===== src/rtl/aes_out_serializer.sv =====
// Byte serializer for AES cipher blocks: buffers up to two blocks and streams
// them MSB byte first over a valid/ready byte interface.
module aes_out_serializer #(
  parameter int DATA_LEN = 128
) (
  input  logic                clk,
  input  logic                reset,
  input  logic                data_valid_in,
  input  logic [DATA_LEN-1:0] cipher_text,
  output logic                byte_valid,
  input  logic                byte_ready,
  output logic [7:0]          byte_data,
  output logic                byte_last,
  output logic                busy,
  output logic                overflow
);
  localparam int NB = DATA_LEN / 8;
  localparam int CW = (NB > 1) ? $clog2(NB) : 1;

  typedef enum logic {IDLE, SEND} state_t;

  state_t              r_state, w_state_next;
  logic [1:0]          r_occ, w_occ_next;
  logic [DATA_LEN-1:0] r_head, w_head_next;
  logic [DATA_LEN-1:0] r_tail, w_tail_next;
  logic [CW-1:0]       r_cnt, w_cnt_next;
  logic                r_overflow, w_ovf_next;

  logic                w_xfer, w_pop, w_push;
  logic [7:0]          w_bytes [NB];

  // Byte 0 is the most significant byte of the block.
  for (genvar gi = 0; gi < NB; gi++) begin : g_bytes
    assign w_bytes[gi] = r_head[DATA_LEN-1-8*gi -: 8];
  end

  assign byte_valid = (r_occ != 2'd0);
  assign busy       = (r_occ != 2'd0);
  assign byte_last  = byte_valid && (r_cnt == CW'(NB-1));
  assign byte_data  = w_bytes[r_cnt];
  assign overflow   = r_overflow;

  assign w_xfer = byte_valid && byte_ready;
  assign w_pop  = w_xfer && (r_cnt == CW'(NB-1));
  assign w_push = data_valid_in && ((r_occ < 2'd2) || w_pop);

  always_comb begin
    w_state_next = r_state;
    w_occ_next   = r_occ;
    w_head_next  = r_head;
    w_tail_next  = r_tail;
    w_cnt_next   = r_cnt;
    w_ovf_next   = r_overflow;

    if (w_pop) begin
      w_cnt_next  = '0;
      w_head_next = r_tail;
      w_occ_next  = r_occ - 2'd1;
    end else if (w_xfer) begin
      w_cnt_next = r_cnt + CW'(1);
    end

    // The new block lands behind whatever survives this edge's pop.
    if (w_push) begin
      if (w_occ_next == 2'd0) w_head_next = cipher_text;
      else                    w_tail_next = cipher_text;
      w_occ_next = w_occ_next + 2'd1;
    end else if (data_valid_in) begin
      w_ovf_next = 1'b1;
    end

    case (r_state)
      IDLE:    if (w_push) w_state_next = SEND;
      SEND:    if (w_pop && (w_occ_next == 2'd0)) w_state_next = IDLE;
      default: w_state_next = IDLE;
    endcase
  end

  always_ff @(posedge clk or posedge reset) begin
    if (reset) begin
      r_state    <= IDLE;
      r_occ      <= 2'd0;
      r_head     <= '0;
      r_tail     <= '0;
      r_cnt      <= '0;
      r_overflow <= 1'b0;
    end else begin
      r_state    <= w_state_next;
      r_occ      <= w_occ_next;
      r_head     <= w_head_next;
      r_tail     <= w_tail_next;
      r_cnt      <= w_cnt_next;
      r_overflow <= w_ovf_next;
    end
  end
endmodule


===== config.mk =====
export PLATFORM = sky130hd
export DESIGN_NAME = aes_out_serializer
export DESIGN_NICKNAME = d
export VERILOG_FILES = /design/src/rtl/aes_out_serializer.sv
export SDC_FILE = /design/constraint.sdc
export NUM_CORES = 1
export LEC_CHECK = 0
export ABC_AREA = 0
export ABC_CLOCK_PERIOD_IN_PS = 11250
export BUFFER_PORTS_ARGS = -buffer_cell sky130_fd_sc_hd__clkbuf_2
export CAP_MARGIN = 20
export CORE_MARGIN = 2
export CORE_UTILIZATION = 45
export CTS_CLUSTER_DIAMETER = 120
export DETAILED_ROUTE_END_ITERATION = 7
export PLACE_DENSITY = 0.64
export SLEW_MARGIN = 20
export SYNTH_ARGS = -nofsm -noshare
export SYNTH_HDL_FRONTEND = slang
export SYNTH_SLANG_ARGS = --single-unit

===== constraint.sdc =====
create_clock -name clk -period 11.25 [get_ports clk]
set_input_delay 1.6875 -clock clk [delete_from_list [all_inputs] [get_ports clk]]
set_output_delay 1.6875 -clock clk [all_outputs]
set_load 0.05 [all_outputs]

; After elaboration in Yosys (flattened, before gate mapping)
; Cells that the tools add are included.
[word_totals]
reg_bits = 263
input_bits = 132
output_inout_bits = 12
word_cells = 34
[classes]
n_addsub = 3
order_cmp = 2
n_eq_ne = 1
mux = 10
bitwise = 3
reduce_logical = 10
[ops]
columns = operator, count
row1 = 128-bit 2-to-1 mux, 3
row2 = 8-bit binary-select mux with 4-bit select, 1
row3 = 8-bit 2-to-1 mux, 2
row4 = 4-bit 2-to-1 mux, 2
row5 = "5-bit greater-or-equal comparator, second input constant", 1
row6 = 4-bit inverter with 5-bit output, 1
row7 = "4-bit by 1-bit adder with 4-bit output, second input constant", 1
row8 = "4-bit == test, second input constant", 1
row9 = 1-bit logical AND, 4
row10 = 2-bit 2-to-1 mux, 2
row11 = 2-bit AND reduction, 2
row12 = 2-bit nonzero test, 2
row13 = "2-bit by 1-bit adder with 2-bit output, second input constant", 1
row14 = 2-bit logical NOT, 1
row15 = "2-bit less-than comparator, second input constant", 1
row16 = 1-bit inverter, 2
row17 = "2-bit by 1-bit subtractor with 2-bit output, second input constant", 1
row18 = 1-bit logical OR, 1

; Longest topological paths before layout
[logic_depth]
depth_word = 7
depth_mapped = 13
depth_no_buf = 8

; Worst setup path after synthesis
; OpenSTA, ideal clock, no wires.
[synth_timing]
path_kind = reg2out
startpoint = register r_cnt[0]
endpoint = output byte_data[7]
arrival_ps = 2430
t_required_ps = 9562
slack_ps = 7133
stages_incl_launch_ff = 6
n_path_buf = 2
path_cell_list = dfrtp_1 -> buf_2 -> clkbuf_1 -> mux4_2 -> mux2i_1 -> o21ai_0
[synth_between]
elab_chain_len = 4
[synth_rtl]
columns = element, line_no
row1 = start: declaration, 26  ; logic [CW-1:0] r_cnt, w_cnt_next;
row2 = start signal: assignment, 92  ; r_cnt <= w_cnt_next;
row3 = 4-bit inverter with 5-bit output (not written as such), 40  ; assign byte_data = w_bytes[r_cnt];
row4 = 8-bit binary-select mux with 4-bit select, 40
row5 = 8-bit 2-to-1 mux (not written as such) (2 in a row), 40
row6 = end: declaration, 12  ; output logic [7:0] byte_data,
; Every way passes these cells. The select of a mux whose other input is x is not followed.

; Final worst setup path
[layout_timing]
startpoint = input byte_ready
endpoint = register r_tail[84]
[layout_between]
elab_chain_len = 6
elab_cells_between_ends = 8
classes_between = mux (1) / bitwise (1) / reduce/logical (6)
[layout_rtl]
columns = element, line_no
row1 = start: declaration, 11  ; input logic byte_ready,
row2 = 1-bit logical AND *, 43  ; assign w_xfer = byte_valid && byte_ready;
row3 = 1-bit logical AND *, 44  ; assign w_pop = w_xfer && (r_cnt == CW'(NB-1));
row4 = 2-bit 2-to-1 mux, 55  ; if (w_pop) begin
row5 = 2-bit logical NOT, 65  ; if (w_occ_next == 2'd0) w_head_next = cipher_text;
row6 = 1-bit inverter (no line), --
row7 = 2-bit AND reduction (no line) *, --
row8 = end signal: assignment, 91  ; r_tail <= w_tail_next;
row9 = end: declaration, 25  ; logic [DATA_LEN-1:0] r_tail, w_tail_next;
; Mark *: on every way between the ends. The rest lies on a longest branch, timed or not.
; A chain may end at the register's enable or synchronous reset.

==> results.ini <==
[run_status]
status = finished clean

[placement]
hpwl_um = 18100
portBuffers = 143
placed_area_um2 = 13700
pre_cts_slack_ns = 5.38
placed_cells = 1282
place.gp.congestion = 0.738

[critical_path]
crit_chain = clkbuf_2 > nand2b_4 > or2_4 > o21a_1 > ha_1 > nand3b_1 > buf_4 > buf_4 > mux2_2
cp_max_fo = 68
endpoint_kind = flop
crit_required_ns = 11.67
critPathArrivalTime_ns = 5.31
startpoint_type = input pin
rr_endpoint = r_tail[84]
crit_end = r_tail[84]
regToRegSetupSlack_ns = 6.47
cp_common_cell = buf_4
startpoint = byte_ready
crit_path_max_incr_delay_ns = 0.89
worstSetupPathType = in -> reg
crit_buf_inv = 3
cpLargestDelayFamily = buffers and inverters
reg2regPathDepth = 10
cp.depth = 9
slowest_stage = buf_4
r2r-start = r_cnt[0]

[synthesis]
ys_seq_area_share_pct = 51.4
syn_nets = 941
ys.warnings.count = 0
synth.distinct_cells = 32
syn_inst = 806
synth_area_um2 = 12800
avgSynthCellArea_um2 = 15.9
synthFlopType = dfrtp_1
async_reset_ff_share_pct = 100
synth_enable_flop_cells = 0
synth_seq_cells = 263

[floorplanning]
dieArea_um2 = 29800
pin_count = 144
num_rows = 61
coreArea_um2 = 27900
die_h_um = 173
start_util_pct = 45.8
die_w_um = 173

[timing]
finalHoldViolCount = 0
worst_slack_ns = 6.36
worst_slew_pin_slew_ns = 1.01
period_share_pct = 43.4
fin_tns_setup_ns = 0
period_minus_slack_ns = 4.89
finalSetupViolations = 0
finClkSkew_ns = 0.00815
slew_headroom_pct = 32.4
rsz0062_at_grt = no
maxSlewViolCount = 0
max_freq_mhz = 205

[power]
pwr-share-clk_pct = 26.0
p_leak_nw = 7.13
vdd_drop_max_uv = 174
combPwrFrac_pct = 32.4
switching_share_pct = 29.3
p_int_w = 0.00268
power_switching_w = 0.00111
fin_total_pwr_w = 0.00379
sequentialPowerShare_pct = 41.5
p_per_area_nw_per_um2 = 257

[cts]
path_clk_slew_ns = 0.06
cts_setup_buffers = 0
cts.sinks = 263
cts-resized-gates = 0
cts_made_buffers = 30
cts_max_level = 1
clk_latency_ns = 0.55
cts_root_buf = clkbuf_16
clockBufferDepth = 3
cts_hold_buf = 0
cts_tree = done

[drt]
drt_pass1_iterations = 4
routed_wl_um = 27900
drc = 0
top_layer = met5
vias = 7103
drtIter0Drc = 351
wl_met2_um = 13200
antenna_left = 0
via_per_inst = 5.30
routedWlPerCell_um = 20.8
route.met3.wl_um = 1210
wl_met1_um = 13100

[final_layout]
syn_to_final_growth_pct = 15.2
final_common_cell = mux2_2
stdcell_count = 1339
drive_above_1_share_pct = 65.4
stdcell_area_um2 = 14700
layout.nets = 1072
final_cell_mix = mux2_2, dfrtp_1, clkbuf_2

[global_routing]
grt_pass1_vias = 7619
globalRouteTotalUtil_pct = 18.8
grt_pass1_wl_um = 44400
grt_max_degree = 123
antenna_found_initial = 3
grt_overflow = 0

[run]
cap_violations = 0

[min_path]
hp-class = reg -> reg

-- through the flow --
| step | hold slack (ns) | utilization [%] |
|---|---|---|
| floorplan | 0.474 | - |
| global placement | 0.471 | 49.1 |
| detailed placement | 0.477 | 49.1 |
| CTS | 0.490 | 52.7 |
| global route | 0.514 | 52.8 |
| finish | 0.475 | 52.8 |
-- routing by layer --
layer / vias up / global-route usage [%]
met5: - / 0
li1: 3217 / -
met2: 141 / 30.7
met4: 4 / 3.28
met1: 3710 / 26.8
met3: 31 / 3.50
-- power by group through the flow --
stage | Sequential (W) | Combinational [W] | Clock, W
2_1_floorplan | 0.00149 | 0.00103 | 0
3_3_place_gp | 0.00158 | 0.00121 | 0
3_5_place_dp | 0.00159 | 0.00124 | 0
4_1_cts | 0.00158 | 0.00125 | 0.00101
5_1_grt | 0.00162 | 0.00133 | 0.00105
6_report | 0.00157 | 0.00123 | 0.000987
-- registers in the layout, summed over array words and instances, names as in the netlist --
name,count
r_occ,2
r_cnt,4
r_tail,128
overflow,1
r_head,128
-- worst min path at each step --
| stage | from | end | cells past startpoint |
|---|---|---|---|
| floorplan | r_tail[127] | r_tail[127] | 1 |
| global placement | overflow | overflow | 1 |
| detailed placement | overflow | overflow | 1 |
| CTS | overflow | overflow | 1 |
| global route | r_tail[79] | r_tail[79] | 1 |
| finish | overflow | overflow | 1 |
-- Yosys cell counts (2+ instances only) --
cell type	instances	area, um^2
mux2_2	303	3410
dfrtp_1	263	6580
mux2_4	86	1290
mux4_2	31	698
buf_2	23	115
buf_4	14	105
nand2_1	13	48.8
buf_6	11	124
mux2i_1	9	90.1
o21ai_0	9	45.0
clkbuf_1	5	18.8
nor2_1	5	18.8
a22oi_1	4	30.0
inv_1	4	15.0
ha_1	3	37.5
o211ai_1	3	22.5
xnor2_1	3	26.3
buf_1	2	7.51
nor2b_1	2	12.5
-- cells by family (layout without fill, tap and decap cells) --
family / count (synthesis) / after routing / share of synthesized area, %
muxes: 429 / 429 / 42.9
xor gates and xnor gates: 3 / 3 / 0.205
buffers and inverters: 60 / 213 / 3.04
DFF: 263 / 263 / 51.4
adders and majority gates: 3 / 3 / 0.293
and+or+nand+nor: 27 / 27 / 1.11
AOI/OAI and AO/OA: 21 / 21 / 1.06
other: 0 / 2 / 0
-- area by class of cell --
class	count	area [um^2]
Multi-Input combinational cell	483	5840
Timing Repair Buffer	154	806
Clock buffer	49	933
Tap cell	378	473
Fill cell	2387	13200
Sequential cell	263	6580
Clock inverter	5	78.8
Inverter	5	26.3
Antenna cell	2	5.00
-- worst register-to-register path: cells and delay by family, from the launching register on --
kind | cells | cell delay (ns)
buffers and inverters | 3 | 1.90
muxes | 1 | 0.45
adders and majority gates | 2 | 0.54
DFF | 1 | 0.38
AOI/OAI and AO/OA | 1 | 0.19
and+or+nand+nor | 3 | 1.20
Note: power is estimated with default switching activity, not from simulation.
